===== src/rtl/pcpi_sha_ctrl_if.sv =====
// PCPI bus bundle between a picorv32-style core (master) and a coprocessor (slave).
// Clock and reset stay outside the bundle as plain ports.
interface pcpi_sha_ctrl_if;
  logic        pcpi_valid;
  logic [31:0] pcpi_insn;
  logic [31:0] pcpi_rs1;
  logic [31:0] pcpi_rs2;
  logic        pcpi_wr;
  logic [31:0] pcpi_rd;
  logic        pcpi_wait;
  logic        pcpi_ready;

  modport master (
    output pcpi_valid, pcpi_insn, pcpi_rs1, pcpi_rs2,
    input  pcpi_wr, pcpi_rd, pcpi_wait, pcpi_ready
  );

  modport slave (
    input  pcpi_valid, pcpi_insn, pcpi_rs1, pcpi_rs2,
    output pcpi_wr, pcpi_rd, pcpi_wait, pcpi_ready
  );
endinterface


===== src/rtl/pcpi_sha_ctrl.sv =====
// Multi-cycle PCPI coprocessor for the four SHA-256 sigma functions: one shared
// rotate/shift unit feeds an XOR accumulator over three terms (4-cycle latency).
module pcpi_sha_ctrl #(
  parameter logic [6:0] OPCODE             = 7'b0001011,
  parameter bit         ENABLE_SMALL_SIGMA = 1'b1
) (
  input  logic          clk,
  input  logic          resetn,
  pcpi_sha_ctrl_if.slave pcpi
);

  typedef enum logic [2:0] {
    S_IDLE,
    S_T0,
    S_T1,
    S_T2,
    S_DONE
  } state_t;

  state_t      state_q, state_d;
  logic [31:0] operand_q, operand_d;
  logic [1:0]  op_q, op_d;
  logic [31:0] acc_q, acc_d;
  logic [31:0] rd_q, rd_d;
  logic        wait_q, wait_d;
  logic        ready_q, ready_d;
  logic        wr_q, wr_d;

  // ---------------------------------------------------------------- decode
  logic [2:0] funct3;
  logic       match;
  logic       unused_bits;

  assign funct3      = pcpi.pcpi_insn[14:12];
  assign unused_bits = ^{pcpi.pcpi_rs2, pcpi.pcpi_insn[24:15], pcpi.pcpi_insn[11:7]};

  always_comb begin
    match = (pcpi.pcpi_insn[6:0] == OPCODE) && (pcpi.pcpi_insn[31:25] == 7'd0) &&
            ((funct3 == 3'b000) || (funct3 == 3'b001) ||
             (ENABLE_SMALL_SIGMA && ((funct3 == 3'b010) || (funct3 == 3'b011))));
  end

  // ------------------------------------------------- shared rotate/shift unit
  logic [1:0]  term_idx;
  logic [4:0]  shamt;
  logic        is_shr;
  logic [31:0] shr_val;
  logic [31:0] term;

  always_comb begin
    case (state_q)
      S_T0:    term_idx = 2'd0;
      S_T1:    term_idx = 2'd1;
      default: term_idx = 2'd2;
    endcase
  end

  // Shift amount and mode for each {op, term}; only term 2 of the small sigmas is a plain shift.
  always_comb begin
    is_shr = 1'b0;
    shamt  = 5'd0;
    case ({op_q, term_idx})
      4'b00_00: shamt = 5'd2;
      4'b00_01: shamt = 5'd13;
      4'b00_10: shamt = 5'd22;
      4'b01_00: shamt = 5'd6;
      4'b01_01: shamt = 5'd11;
      4'b01_10: shamt = 5'd25;
      4'b10_00: shamt = 5'd7;
      4'b10_01: shamt = 5'd18;
      4'b10_10: begin shamt = 5'd3;  is_shr = 1'b1; end
      4'b11_00: shamt = 5'd17;
      4'b11_01: shamt = 5'd19;
      4'b11_10: begin shamt = 5'd10; is_shr = 1'b1; end
      default:  shamt = 5'd0;
    endcase
  end

  assign shr_val = operand_q >> shamt;
  assign term    = is_shr ? shr_val
                          : (shr_val | (operand_q << (6'd32 - {1'b0, shamt})));

  // ------------------------------------------------------------ next state
  always_comb begin
    state_d = state_q;
    case (state_q)
      S_IDLE: if (pcpi.pcpi_valid && match) state_d = S_T0;
      S_T0:   state_d = pcpi.pcpi_valid ? S_T1   : S_IDLE;
      S_T1:   state_d = pcpi.pcpi_valid ? S_T2   : S_IDLE;
      S_T2:   state_d = pcpi.pcpi_valid ? S_DONE : S_IDLE;
      S_DONE: state_d = S_IDLE;
      default: state_d = S_IDLE;
    endcase
  end

  // ------------------------------------------------- datapath and outputs
  // NOTE: every signal gets a default first so no path through the case leaves it unassigned (no latch).
  always_comb begin
    operand_d = operand_q;
    op_d      = op_q;
    acc_d     = acc_q;
    wait_d    = wait_q;
    rd_d      = 32'd0;
    ready_d   = 1'b0;
    wr_d      = 1'b0;
    case (state_q)
      S_IDLE: begin
        if (pcpi.pcpi_valid && match) begin
          operand_d = pcpi.pcpi_rs1;
          op_d      = funct3[1:0];
          wait_d    = 1'b1;
        end
      end
      S_T0, S_T1, S_T2: begin
        if (!pcpi.pcpi_valid) begin
          wait_d = 1'b0;
          acc_d  = 32'd0;
        end else if (state_q == S_T0) begin
          acc_d = term;
        end else if (state_q == S_T1) begin
          acc_d = acc_q ^ term;
        end else begin
          rd_d    = acc_q ^ term;
          wr_d    = 1'b1;
          ready_d = 1'b1;
          wait_d  = 1'b0;
        end
      end
      default: ;
    endcase
  end

  // NOTE: reset is synchronous and sampled at the edge; all state uses non-blocking assignments.
  always_ff @(posedge clk) begin
    if (!resetn) begin
      state_q   <= S_IDLE;
      operand_q <= 32'd0;
      op_q      <= 2'd0;
      acc_q     <= 32'd0;
      rd_q      <= 32'd0;
      wait_q    <= 1'b0;
      ready_q   <= 1'b0;
      wr_q      <= 1'b0;
    end else begin
      state_q   <= state_d;
      operand_q <= operand_d;
      op_q      <= op_d;
      acc_q     <= acc_d;
      rd_q      <= rd_d;
      wait_q    <= wait_d;
      ready_q   <= ready_d;
      wr_q      <= wr_d;
    end
  end

  assign pcpi.pcpi_wait  = wait_q;
  assign pcpi.pcpi_ready = ready_q;
  assign pcpi.pcpi_wr    = wr_q;
  assign pcpi.pcpi_rd    = rd_q;

endmodule


===== src/flat_wrapper.sv =====
// flat-port wrapper written by rule: the top's interface ports become plain ports
module pcpi_sha_ctrl_flat 
#(
  parameter logic [6:0] OPCODE             = 7'b0001011,
  parameter bit         ENABLE_SMALL_SIGMA = 1'b1
)
  (clk, resetn, pcpi_pcpi_valid, pcpi_pcpi_insn, pcpi_pcpi_rs1, pcpi_pcpi_rs2, pcpi_pcpi_wr, pcpi_pcpi_rd, pcpi_pcpi_wait, pcpi_pcpi_ready);
  pcpi_sha_ctrl_if pcpi_i ();
  input  logic clk;
  input  logic resetn;
  input wire logic [$bits(pcpi_i.pcpi_valid)-1:0] pcpi_pcpi_valid;
  input wire logic [$bits(pcpi_i.pcpi_insn)-1:0] pcpi_pcpi_insn;
  input wire logic [$bits(pcpi_i.pcpi_rs1)-1:0] pcpi_pcpi_rs1;
  input wire logic [$bits(pcpi_i.pcpi_rs2)-1:0] pcpi_pcpi_rs2;
  output wire logic [$bits(pcpi_i.pcpi_wr)-1:0] pcpi_pcpi_wr;
  output wire logic [$bits(pcpi_i.pcpi_rd)-1:0] pcpi_pcpi_rd;
  output wire logic [$bits(pcpi_i.pcpi_wait)-1:0] pcpi_pcpi_wait;
  output wire logic [$bits(pcpi_i.pcpi_ready)-1:0] pcpi_pcpi_ready;
  assign pcpi_i.pcpi_valid = pcpi_pcpi_valid;
  assign pcpi_i.pcpi_insn = pcpi_pcpi_insn;
  assign pcpi_i.pcpi_rs1 = pcpi_pcpi_rs1;
  assign pcpi_i.pcpi_rs2 = pcpi_pcpi_rs2;
  assign pcpi_pcpi_wr = pcpi_i.pcpi_wr;
  assign pcpi_pcpi_rd = pcpi_i.pcpi_rd;
  assign pcpi_pcpi_wait = pcpi_i.pcpi_wait;
  assign pcpi_pcpi_ready = pcpi_i.pcpi_ready;
  pcpi_sha_ctrl #(.OPCODE(OPCODE), .ENABLE_SMALL_SIGMA(ENABLE_SMALL_SIGMA)) u_core (.clk(clk), .resetn(resetn), .pcpi(pcpi_i));
endmodule

===== config.mk =====
export PLATFORM = sky130hd
export DESIGN_NAME = pcpi_sha_ctrl_flat
export DESIGN_NICKNAME = d
export VERILOG_FILES = /design/src/rtl/pcpi_sha_ctrl_if.sv /design/src/rtl/pcpi_sha_ctrl.sv /design/src/flat_wrapper.sv
export SDC_FILE = /design/constraint.sdc
export NUM_CORES = 1
export LEC_CHECK = 0
export CORE_MARGIN = 2
export CORE_UTILIZATION = 27
export DETAILED_ROUTE_END_ITERATION = 10
export GPL_TIMING_DRIVEN = 0
export PLACE_DENSITY = 0.55
export SETUP_SLACK_MARGIN = 0.15
export SYNTH_ARGS = -nofsm -noshare
export SYNTH_HDL_FRONTEND = slang
export SYNTH_SLANG_ARGS = --single-unit

===== constraint.sdc =====
create_clock -name clk -period 9.37 [get_ports clk]
set_input_delay 1.4055 -clock clk [delete_from_list [all_inputs] [get_ports clk]]
set_output_delay 1.4055 -clock clk [all_outputs]
set_load 0.01 [all_outputs]

Word-level counts from Yosys, hierarchy flattened
Cells that the tools add are included.
- $add $sub $neg: 1
- reduce and logical (&&, ||, !) cells: 18
- shift-type cells: 2
- bitwise operators: 5
- equality and inequality tests: 22
- mux-type cells: 18
- operators by type and width (kind ; number):
    2-to-1 mux 32 bit ; 4
    case mux 5 bit (12 select lines) ; 1
    bitwise OR 32 bit ; 1
    left shift 32 x 6 -> 32 bit ; 1
    >> shifter 32 x 5 -> 32 bit ; 1
    bitwise XOR 32 bit ; 1
    equality test 4 bit, second input constant ; 6
    equality test 3 x 2 -> 1 bit, second input constant ; 4
    equality test 4 x 3 -> 1 bit, second input constant ; 3
    case mux 3 bit (4 select lines) ; 1
    equality test 7 x 4 -> 1 bit, second input constant ; 1
    logical NOT 7 bit ; 1
    equality test 3 x 1 -> 1 bit, second input constant ; 2
    logical NOT 3 bit ; 2
    2-to-1 mux 1 bit ; 6
    2-to-1 mux 3 bit ; 2
    != test 3 bit, second input constant ; 2
    subtractor 6 x 5 -> 6 bit, first input constant ; 1
    OR reduction 5 bit ; 1
    equality test 4 x 1 -> 1 bit, second input constant ; 1
    equality test 4 x 2 -> 1 bit, second input constant ; 1
    logical NOT 4 bit ; 1
    2-to-1 mux 2 bit ; 2
    case mux 2 bit (2 select lines) ; 1
    other kinds (12) ; 19
- logic and storage cells: 73
- output and inout port bits: 35
- register bits: 103

Longest topological paths before layout
Gate-level depths: netlist of the first run.
- depth in word-level cells: 12
- mapped depth: 19
- depth with buffers taken out: 14

Least setup slack after synthesis of the first run
No wires, ideal clock.
- kind: register to register
- start point: register u_core.state_q[0]
- end point: register u_core.acc_q[25]
- cell stages (with the launch flop): 16
- period minus slack after synthesis: 4.245 ns
- setup slack: 5.125 ns
- data required time: 9.290 ns
- setup time: 0.080 ns
- arrival time: 4.165 ns
- cells stage by stage: dfxtp_1 > buf_4 > nand2b_1 > a22o_1 > nor3_4 > inv_2 > buf_1 > buf_2 > ha_1 > xnor2_1 > mux2i_1 > a22oi_1 > a21o_1 > a32o_1 > or4_1 > o211ai_1
- longest elaborated chain between the ends: 12
- elaborated cells between the ends (all ways): 31
- those cells by class: 1 x add/sub; 15 x eq/ne; 2 x shift; 7 x mux; 2 x bitwise; 4 x reduce/logical
- RTL lines (what ; line ; RTL):
    start: declaration ; pcpi_sha_ctrl.sv:20 ; state_t state_q, state_d;
    start signal: assignment ; pcpi_sha_ctrl.sv:145 ; state_q <= state_d;
    equality test 3 x 2 -> 1 bit or equality test 3 x 1 -> 1 bit (tied branches) ; - ;
    case mux 2 bit (2 select lines) ; pcpi_sha_ctrl.sv:51 ; case (state_q)
    equality test 4 bit, or another cell as far along ; pcpi_sha_ctrl.sv:62 ; case ({op_q, term_idx})
    case mux 5 bit (12 select lines) ; pcpi_sha_ctrl.sv:62 ;
    subtractor 6 x 5 -> 6 bit ; pcpi_sha_ctrl.sv:81 ; : (shr_val | (operand_q << (6'd32 - {1'b0, shamt})));
    left shift 32 x 6 -> 32 bit ; pcpi_sha_ctrl.sv:81 ;
    bitwise OR 32 bit ; pcpi_sha_ctrl.sv:81 ;
    2-to-1 mux 32 bit ; pcpi_sha_ctrl.sv:80 ; assign term = is_shr ? shr_val
    bitwise XOR 32 bit ; pcpi_sha_ctrl.sv:121 ; acc_d = acc_q ^ term;
    2-to-1 mux 32 bit ; pcpi_sha_ctrl.sv:120 ; end else if (state_q == S_T1) begin
    2-to-1 mux 32 bit ; pcpi_sha_ctrl.sv:118 ; end else if (state_q == S_T0) begin
    2-to-1 mux 32 bit ; pcpi_sha_ctrl.sv:115 ; if (!pcpi.pcpi_valid) begin
    end signal: assignment ; pcpi_sha_ctrl.sv:139 ; acc_q <= 32'd0;
    end signal: assignment ; pcpi_sha_ctrl.sv:148 ; acc_q <= acc_d;
    end: declaration ; pcpi_sha_ctrl.sv:23 ; logic [31:0] acc_q, acc_d;
Several ways; a longest one is shown, not always the timed one. The select of a mux whose other input is x is not followed.
A chain may end at the register's enable or synchronous reset.

Worst setup path in the final report of the first run
- start point: register u_core.state_q[1]
- end point: register u_core.rd_q[20], in the netlist u_core.pcpi.pcpi_rd[20]
- longest elaborated chain between the ends: 9
- elaborated cells between the ends (all ways): 28
- those cells by class: 1 x add/sub; 14 x eq/ne; 2 x shift; 4 x mux; 3 x bitwise; 4 x reduce/logical
- RTL lines (what ; line ; RTL):
    equality test 3 x 2 -> 1 bit or equality test 3 x 1 -> 1 bit (tied branches) ; - ;
    case mux 2 bit (2 select lines) ; pcpi_sha_ctrl.sv:51 ;
    equality test 4 bit, or another cell as far along ; pcpi_sha_ctrl.sv:62 ;
    case mux 5 bit (12 select lines) ; pcpi_sha_ctrl.sv:62 ;
    subtractor 6 x 5 -> 6 bit ; pcpi_sha_ctrl.sv:81 ;
    left shift 32 x 6 -> 32 bit ; pcpi_sha_ctrl.sv:81 ;
    bitwise OR 32 bit ; pcpi_sha_ctrl.sv:81 ;
    2-to-1 mux 32 bit ; pcpi_sha_ctrl.sv:80 ;
    bitwise XOR 32 bit ; pcpi_sha_ctrl.sv:123 ; rd_d = acc_q ^ term;
    end signal: assignment ; pcpi_sha_ctrl.sv:149 ; rd_q <= rd_d;
    end: declaration ; pcpi_sha_ctrl.sv:24 ; logic [31:0] rd_q, rd_d;
Several ways; a longest one is shown, not always the timed one.

==> results of run 1 <==
-- metal layers --
layer	global-route usage	up-vias
li1	-	4469
met1	0.3453	4807
met2	0.4003	670
met3	0.05315	146
met4	0.1161	0
met5	0	-
-- layout make-up --
| type | count | area, um2 |
|---|---|---|
| clock inverter | 7 | 66.31 |
| timing repair buffer | 85 | 850.8 |
| sequential | 103 | 2062 |
| clock buffer | 9 | 225.2 |
| tap | 396 | 495.5 |
| multi-input combinational | 903 | 5842 |
| fill | 3361 | 20550 |
| buffer | 104 | 426.7 |
| inverter | 18 | 67.56 |
-- sequential cells by signal, summed over array words and instances, names as in the netlist --
register                count
u_core.acc_q               32
u_core.op_q                 2
u_core.operand_q           32
u_core.pcpi.pcpi_rd        32
u_core.pcpi.pcpi_ready      1
u_core.pcpi.pcpi_wait       1
u_core.state_q              3
-- worst min-delay path, delay by kind of cell (launching register included) --
family             cells  cell delay, ps
AOI/OAI and AO/OA      1              50
DFF                    1             320
and+or+nand+nor        1              50
-- kinds of logic after synthesis --
family / share of synthesized area
flops: 0.2455
xor+xnor: 0.02622
compound gates: 0.3129
fa+ha+maj: 0.002682
simple gates: 0.2323
mux: 0.1216
buf+inv: 0.05885
-- path summary, 6_finish.rpt --
kind                              start  slack [ps]                 endpoint
setup / recovery      u_core.state_q[1]        2250  u_core.pcpi.pcpi_rd[20]
hold / removal    u_core.pcpi.pcpi_wait         460    u_core.pcpi.pcpi_wait
setup reg to reg      u_core.state_q[1]        2250  u_core.pcpi.pcpi_rd[20]
hold reg to reg   u_core.pcpi.pcpi_wait         460    u_core.pcpi.pcpi_wait
-- stage by stage --
stage / hold slack, ps / utilization
2_1_floorplan: 452.6 / -
3_3_place_gp: 450.3 / 0.3186
3_5_place_dp: 453.9 / 0.3186
4_1_cts: 465.9 / 0.3281
5_1_grt: 492.0 / 0.3281
6_report: 459.0 / 0.3281
-- placed cells by master, fill, tap and decap left out, drive strengths merged, types with 18 or more instances in the layout --
| master | instances |
|---|---|
| inv | 20 |
| a22oi | 18 |
| nor2 | 85 |
| a21oi | 108 |
| o211ai | 19 |
| clkbuf | 93 |
| clkdlybuf4s50 | 85 |
| nor3 | 24 |
| dfxtp | 103 |
| mux2i | 51 |
| o31ai | 28 |
| nand4 | 32 |
| a31oi | 21 |
| nand3 | 40 |
| o21ai | 45 |
| nand2 | 162 |
| buf | 20 |
| and3 | 19 |
-- power groups by stage --
stage / clock network (mW) / registers (mW) / logic (mW)
2_1_floorplan: 0 / 0.448 / 0.00646
3_3_place_gp: 0 / 0.448 / 0.0322
3_5_place_dp: 0 / 0.448 / 0.0323
4_1_cts: 0.414 / 0.437 / 0.0324
5_1_grt: 0.425 / 0.437 / 0.0345
6_report: 0.406 / 0.437 / 0.0323
==> run_results.csv, run 1 <==
group,metric,value,unit
yosys,yosys-top-cells-area,"dfxtp_1 25%, nand2_1 7.2%, a21oi_1 6.3%, mux2i_1 6.1%, mux4_2 4.6%",
critical_path,cp_max_fo,10,
sta,fin_crit,7116,ps
yosys,ys_seq_area_frac,0.2455,
clock_tree,clk_pin_slew,90,ps
sta,fin_crit_sh,0.7595,
sta,timing.final.hold_violations,0,
status,outcome,"finished with violations",
drt,drt_iter0_drc,1395,
critical_path,arrival,7360,ps
pwr,peakVddDrop,0.00007072,V
floorplanning,ios,134,
sta,grt_setup_unrepaired,"false",
drt,ant_nets,0,
clock_tree,cts_max_level,3,
floorplanning,fp.dieArea,32530,um2
yosys,synth_largest_area_cell,"dfxtp_1",
pwr,power_per_cell_area,87.26,nW/um2
sta,timing.fmax,0.1405,GHz
placement,dpl.hpwl,33140,um
status,violations,"capacitance limit, slew limit",
placement,gp_congestion,1.051,
sta,slew_headroom,-0.02080,
drt,dr_wl_met3,4092,um
yosys,synth.avg_cell_area,7.445,um2
clock_tree,numCtsBuffers,9,
yosys,synth_flop_cell,"dfxtp_1",
job,cap_viol_max_count,1,
hold_path,hold_class,"flip-flop to flip-flop",
final_layout,syn2layout_area_growth,19.50,%
drt,dr.pass1.iters,9,
final_layout,diodes,0,
final_layout,nets,1324,
pwr,p_comb_frac,0.037,
clock_tree,clk_path_buf_depth,2,
placement,pre_cts_ws,2572,ps
pwr,p_switching,0.2310,mW
critical_path,cp_top_family,"buffers and inverters",
sta,worstMarginPinSlew,1531,ps
grt,grt_antenna_before_repair,0,
critical_path,crit_slowest_cell,"nor3_1",
floorplanning,initial_core_util,0.2745,
drt,routed_wl,43410,um
clock_tree,cts_tree,"built",
sta,finalWorstSetupSlack,2254,ps
drt,wl_per_cell,26.71,um
critical_path,crit_buf_inv,7,
sta,drv_slew,11,
placement,placed_area,9744,um2
grt,grt_pass1_wl,63610,um
final_layout,fin_cells,1625,
pwr,p_sw_frac,0.2638,
yosys,syn_area,8398,um2
clock_tree,ctsHoldBuffers,0,
grt,grtUsageTotal,0.2584,
yosys,synth_most_common_cell,"nand2_1",
clock_tree,insertion_delay,380,ps
placement,dpl.cell_count,1609,
drt,drt-met1-wl,18260,um
sta,setup_viol,0,
grt,grt_pass1_vias,9199,
critical_path,path_class,"flip-flop to flip-flop",
grt,grt-ovfl-total,0,
floorplanning,die_w,180.4,um
pwr,finalPower,0.8758,mW
final_layout,final_layout_size_suffix_gt1_frac,0.05777,
floorplanning,coreArea,30590,um2
drt,highest_layer,"met4",
critical_path,ff2ff_path_depth,17,
pwr,power_frac_seq,0.499,
critical_path,worstPathRequired,9610,ps
pwr,power_frac_clock,0.464,
sta,fin_setup_tns,0,ps
sta,fin_skew,19.37,ps
pwr,leakagePower,3.376,nW
yosys,synth.top_cell.area_share,0.2455,
floorplanning,fp.dieH,180.4,um
grt,grt_max_degree,20,
yosys,synthesis.nets,1228,
yosys,synth.distinct_cells,82,
floorplanning,rows,64,
yosys,synth_seq_cells,103,
critical_path,cp.depth,17,
yosys,synth_edf_count,0,
drt,wl_met2,18810,um
drt,drc,0,
clock_tree,post_cts_resized,0,
hold_path,holdPathStages,2,
clock_tree,postCtsSetupBuffers,0,
yosys,async_reset_ff_frac,0,
placement,port_buffers,85,
critical_path,startpoint_type,"flip-flop",
drt,vias_per_cell,6.210,
clock_tree,root_buffer,"clkbuf_16",
clock_tree,cts_sinks,103,
critical_path,crit_path_max_incr_delay,830,ps
pwr,p_int,0.6448,mW
yosys,ys_top_cells_by_count,"162 x nand2_1, 106 x a21oi_1, 103 x dfxtp_1",
critical_path,cp-end-kind,"flip-flop",
critical_path,crit_chain,"buf_2 > or4b_1 > a21oi_1 > nor2_1 > inv_1 > buf_2 > buf_1 > ha_1 > clkinv_1 > clkbuf_1 > clkbuf_1 > a211oi_1 > nor3_1 > o221ai_1 > a32oi_1 > xnor2_1 > nor2_1",
final_layout,final_area,10040,um2
yosys,yosysWarnings,0,
drt,vias,10090,
yosys,synthCells,1128,
Note: power is estimated with default switching activity, not from simulation.
==> run 2: changes to the inputs <==
Clock period 9.37 ns to 6.8 ns, I/O delays scaled along.
==> run_results.csv, run 2 (same netlist as run 1, synthesis figures left out) <==
group,metric,value,unit
job,cap_viol_max_count,1,
grt,grt_pass1_wl,63570,um
final_layout,multiInputGateArea,5847,um2
placement,port_buffers,85,
placement,gp_congestion,1.051,
drt,ant_nets,0,
drt,drc,0,
final_layout,final_common_cell,"nand2_1",
grt,grt_antenna_before_repair,0,
hold_path,hold_class,"flip-flop to flip-flop",
critical_path,path_class,"flip-flop to flip-flop",
clock_tree,cts_sinks,103,
pwr,peakVddDrop,0.00009756,V
clock_tree,clk_path_buf_depth,2,
clock_tree,cts_max_level,3,
sta,drv_slew,11,
critical_path,cp_top_family,"buffers and inverters",
floorplanning,fp.dieH,180.4,um
sta,grt_setup_unrepaired,"false",
floorplanning,ios,134,
placement,dpl.hpwl,33140,um
final_layout,fin_cells,1625,
final_layout,nets,1323,
grt,grtUsageTotal,0.2584,
final_layout,fill_cells,3360,
pwr,leakagePower,3.379,nW
sta,timing.final.hold_violations,0,
critical_path,ff2ff_path_depth,16,
floorplanning,die_w,180.4,um
critical_path,crit_path_max_incr_delay,1070,ps
hold_path,hold_end,"u_core.pcpi.pcpi_wait",
pwr,power_per_cell_area,120.3,nW/um2
sta,fin_skew,21.85,ps
sta,timing.fmax,0.1564,GHz
critical_path,startpoint_type,"flip-flop",
grt,grt-ovfl-total,0,
status,outcome,"finished with violations",
final_layout,post-route-util,0.3282,
sta,fin_crit,6393,ps
critical_path,cp_max_fo,10,
final_layout,final_layout_size_suffix_gt1_frac,0.05945,
grt,grt_pass1_vias,9157,
critical_path,crit_chain,"buf_4 > nand2b_1 > a22o_1 > nor3_4 > inv_2 > buf_1 > buf_2 > ha_1 > xnor2_1 > clkbuf_1 > a31oi_1 > a22oi_1 > a221oi_1 > o22a_1 > nand3b_1 > a31oi_1",
critical_path,crit_slowest_cell,"xnor2_1",
clock_tree,clk_pin_slew,100,ps
critical_path,cp.depth,16,
clock_tree,root_buffer,"clkbuf_16",
final_layout,final_cell_mix,"162 x nand2_1, 106 x a21oi_1, 103 x dfxtp_1, 85 x nor2_1, 85 x clkdlybuf4s50_1",
critical_path,r2r_end,"u_core.acc_q[18]",
floorplanning,rows,64,
critical_path,arrival,6680,ps
drt,wl_per_cell,26.67,um
sta,worst_hold_slack,459.2,ps
clock_tree,ctsHoldBuffers,0,
status,violations,"capacitance limit, slew limit",
critical_path,cp-end-kind,"flip-flop",
critical_path,r2r-start,"u_core.state_q[0]",
sta,setup_viol,0,
critical_path,crit_top_cell,"a31oi_1",
floorplanning,fp.dieArea,32530,um2
drt,vias_per_cell,6.154,
sta,slew_headroom,-0.005303,
critical_path,worstPathRequired,7090,ps
sta,worstMarginPinSlew,1508,ps
floorplanning,initial_core_util,0.2745,
final_layout,seq_area,2062,um2
drt,routed_wl,43340,um
placement,dpl.cell_count,1609,
final_layout,syn2layout_area_growth,19.56,%
critical_path,critPathLaunch,"u_core.state_q[0]",
clock_tree,numCtsBuffers,9,
critical_path,crit_buf_inv,5,
grt,grt_max_degree,20,
floorplanning,coreArea,30590,um2
drt,vias,10000,
critical_path,rrSetupSlack,410,ps
clock_tree,cts_tree,"built",
drt,dr.pass1.iters,8,
hold_path,min_from,"u_core.pcpi.pcpi_wait",
hold_path,holdPathStages,2,
drt,drt_iter0_drc,1381,
sta,fin_crit_sh,0.9401,
clock_tree,insertion_delay,380,ps
run 2: cell count changes in the layout (fill, tap and decap cells not counted), sizes merged:
cell	change
buf	-1
diode	+1
run 2: layout make-up:
class	count	area share
multi-input cells	903	0.5823
flip-flops and latches	103	0.2054
repair buffers	85	0.08474
well taps	396	0.04935
plain buffers	103	0.04224
clock buffers	9	0.02243
inverters	18	0.006729
clock inverters	7	0.006604
diodes	1	0.0002492
run 2: how the worst max path moves through the flow:
stage                                   end  slack, ps
floorplan                  u_core.acc_q[25]       2550
global placement    u_core.pcpi.pcpi_rd[20]       -110
detailed placement  u_core.pcpi.pcpi_rd[20]          2
CTS                 u_core.pcpi.pcpi_rd[20]        270
global route        u_core.pcpi.pcpi_rd[21]        220
finish                     u_core.acc_q[18]        410
run 2: repair_timing:
item	CTS	global route
setup endpoints to repair	4	22
setup buffers	0	0
endpoints found under the hold margin	0	0
resized for setup	1	2
gates cloned	0	0
run 2: where the power goes:
| group | switching [mW] | total [mW] | internal, mW |
|---|---|---|---|
| registers | 0.00000597 | 0.602 | 0.602 |
| clock network | 0.303 | 0.561 | 0.259 |
| logic | 0.0170 | 0.0443 | 0.0274 |
| total | 0.320 | 1.21 | 0.889 |
run 2: worst reg2reg max path, cell delays in order, from the launching register on:
cell	delay (ps)
dfxtp_1	350
buf_4	180
nand2b_1	210
a22o_1	390
nor3_4	660
inv_2	270
buf_1	370
buf_2	360
ha_1	340
xnor2_1	1070
clkbuf_1	580
a31oi_1	110
a22oi_1	500
a221oi_1	190
o22a_1	340
nand3b_1	210
a31oi_1	180
run 2: stage by stage:
stage / instance area, um2 / setup TNS (ps) / worst slack, ps / power [mW]
finish: 10040 / 0 / 407.5 / 1.208
CTS: 10040 / 0 / 272.0 / 1.217
floorplan: 8398 / 0 / 2555 / 0.6256
global route: 10040 / 0 / 219.6 / 1.236
global placement: 9744 / -217.8 / -106.5 / 0.6611
detailed placement: 9744 / 0 / 2.227 / 0.6612
run 2: layer usage:
layer / vias to the layer above / share of wire / GRT usage
li1: 4463 / - / -
met1: 4782 / 0.43 / 0.3466
met2: 618 / 0.44 / 0.4014
met3: 138 / 0.085 / 0.04992
met4: 0 / 0.049 / 0.1161
met5: - / 0 / 0
==> run 3: changes to the inputs <==
Settings changed: CAP_MARGIN set to 20, PLACE_DENSITY 0.55 to 0.57, SLEW_MARGIN set to 25.
Clock period 6.8 ns to 5.5 ns, I/O delays scaled along.
==> run_results.csv, run 3 (same netlist as run 1, synthesis figures left out) <==
group,metric,value,unit
status,outcome,"completed",
critical_path,critPathLaunch,"u_core.state_q[0]",
grt,grt_pass1_wl,63780,um
pwr,leakagePower,3.421,nW
final_layout,fill_cells,3301,
floorplanning,rows,64,
sta,finalWorstSetupSlack,264.4,ps
pwr,power_per_cell_area,147.4,nW/um2
sta,setup_viol,0,
final_layout,diodes,0,
floorplanning,fp.dieH,180.4,um
pwr,peakVddDrop,0.0001320,V
drt,routed_wl,43010,um
drt,drt_iter0_drc,1309,
critical_path,crit_top_cell,"buf_2",
sta,timing.final.hold_violations,0,
sta,timing.fmax,0.1910,GHz
clock_tree,cts_max_level,3,
sta,fin_skew,15.85,ps
clock_tree,root_buffer,"clkbuf_16",
floorplanning,initial_core_util,0.2745,
placement,gp_congestion,1.043,
sta,worst_hold_slack,466.7,ps
drt,drc,0,
grt,grtUsageTotal,0.2579,
sta,drv_slew,0,
floorplanning,die_w,180.4,um
critical_path,cp_max_fo,10,
final_layout,final_cell_mix,"162 x nand2_1, 104 x a21oi_1, 103 x dfxtp_1, 85 x clkdlybuf4s50_1, 83 x nor2_1",
placement,port_buffers,85,
grt,grt_max_degree,20,
clock_tree,clk_pin_slew,100,ps
critical_path,r2r-start,"u_core.state_q[0]",
critical_path,ff2ff_path_depth,14,
critical_path,r2r_end,"u_core.pcpi.pcpi_rd[30]",
drt,vias,10050,
final_layout,final_layout_size_suffix_gt1_frac,0.07567,
clock_tree,numCtsBuffers,9,
sta,fin_crit,5236,ps
placement,dpl.cell_count,1609,
grt,grt_antenna_before_repair,1,
hold_path,hold_class,"flip-flop to flip-flop",
clock_tree,ctsHoldBuffers,0,
critical_path,crit_slowest_cell,"a222oi_1",
critical_path,worstPathRequired,5810,ps
critical_path,path_class,"flip-flop to flip-flop",
critical_path,rrSetupSlack,260,ps
critical_path,cp-end-kind,"flip-flop",
sta,fin_crit_sh,0.9519,
critical_path,crit_path_end,"u_core.pcpi.pcpi_rd[30]",
final_layout,final_common_cell,"nand2_1",
grt,grt_pass1_vias,9432,
floorplanning,ios,134,
drt,vias_per_cell,6.182,
drt,wl_per_cell,26.47,um
sta,grt_setup_unrepaired,"false",
clock_tree,clk_path_buf_depth,2,
grt,grt-ovfl-total,0,
critical_path,startpoint_type,"flip-flop",
final_layout,fin_cells,1625,
floorplanning,coreArea,30590,um2
drt,dr.pass1.iters,7,
final_layout,nets,1324,
sta,slew_headroom,0.2518,
critical_path,crit_path_max_incr_delay,760,ps
job,cap_viol_max_count,0,
clock_tree,cts_sinks,103,
placement,placed_area,9756,um2
placement,dpl.hpwl,32760,um
floorplanning,fp.dieArea,32530,um2
final_layout,final_area,10130,um2
placement,pre_cts_ws,-1130,ps
final_layout,syn2layout_area_growth,20.68,%
clock_tree,cts_tree,"built",
sta,worstMarginPinSlew,1117,ps
final_layout,post-route-util,0.3313,
critical_path,crit_chain,"buf_4 > nand2b_1 > a22o_1 > nor3_4 > inv_2 > buf_2 > buf_2 > ha_2 > clkbuf_1 > nor2_1 > a222oi_1 > o211ai_1 > a2111o_1 > o21ai_1",
clock_tree,insertion_delay,380,ps
critical_path,arrival,5540,ps
drt,ant_nets,0,
==> run 3: changes by cell type in the layout (fill, tap and decap cells not counted), sizes merged <==
cell and change:
buf +3, clkbuf -2, clkinv +2, diode -1, inv -2
==> run 3: metrics by stage <==
stage / setup TNS, ps / total power [mW]
after floorplan: 0 / 0.7735
after global placement: -43310 / 0.8171
after detailed placement: -37770 / 0.8172
after CTS: 0 / 1.503
after global routing: 0 / 1.531
final: 0 / 1.494
==> run 3: repair_timing <==
action / 4_1_cts / 5_1_grt
pin swaps: 1 / 0
gates cloned: 0 / 0
resized for setup: 11 / 15
setup endpoints to repair: 59 / 41
buffers inserted: 1 / 0
==> run 3: how the worst min path moves through the flow <==
stage,start,endpoint,slack [ps],depth (start not counted)
2_1_floorplan,u_core.acc_q[21],u_core.pcpi.pcpi_rd[21],450,2
3_3_place_gp,u_core.pcpi.pcpi_wait,u_core.pcpi.pcpi_wait,450,2
3_5_place_dp,u_core.pcpi.pcpi_wait,u_core.pcpi.pcpi_wait,470,2
4_1_cts,u_core.pcpi.pcpi_wait,u_core.pcpi.pcpi_wait,480,2
5_1_grt,u_core.pcpi.pcpi_wait,u_core.pcpi.pcpi_wait,520,2
6_report,u_core.pcpi.pcpi_wait,u_core.pcpi.pcpi_wait,470,2
==> run 3: metal layers <==
layer | track usage | routed length, um
met5 | 0 | 10
met1 | 0.3371 | 18040
met4 | 0.1258 | 2233
met2 | 0.4024 | 18830
met3 | 0.05558 | 3897
==> run 3: power breakdown <==
group          internal [mW]  switching (mW)  total [mW]
combinational         0.0338          0.0204      0.0542
sequential             0.745      0.00000745       0.745
clock                  0.320           0.375       0.695
==> run 3: layout make-up <==
class,count,area (um2),share of cell area
multi-input combinational,903,5921,0.5842
sequential,103,2062,0.2035
timing repair buffer,86,858.3,0.08469
tap,396,495.5,0.04889
buffer,103,434.2,0.04284
clock buffer,9,225.2,0.02222
clock inverter,7,71.32,0.007037
inverter,18,67.56,0.006667
==> run 3: worst max-delay path: cells and delay by family (launching register included) <==
family | cells | cell delay [ps]
compound gates | 5 | 2010
fa+ha+maj | 1 | 370
buf+inv | 5 | 1460
flops | 1 | 360
simple gates | 3 | 940
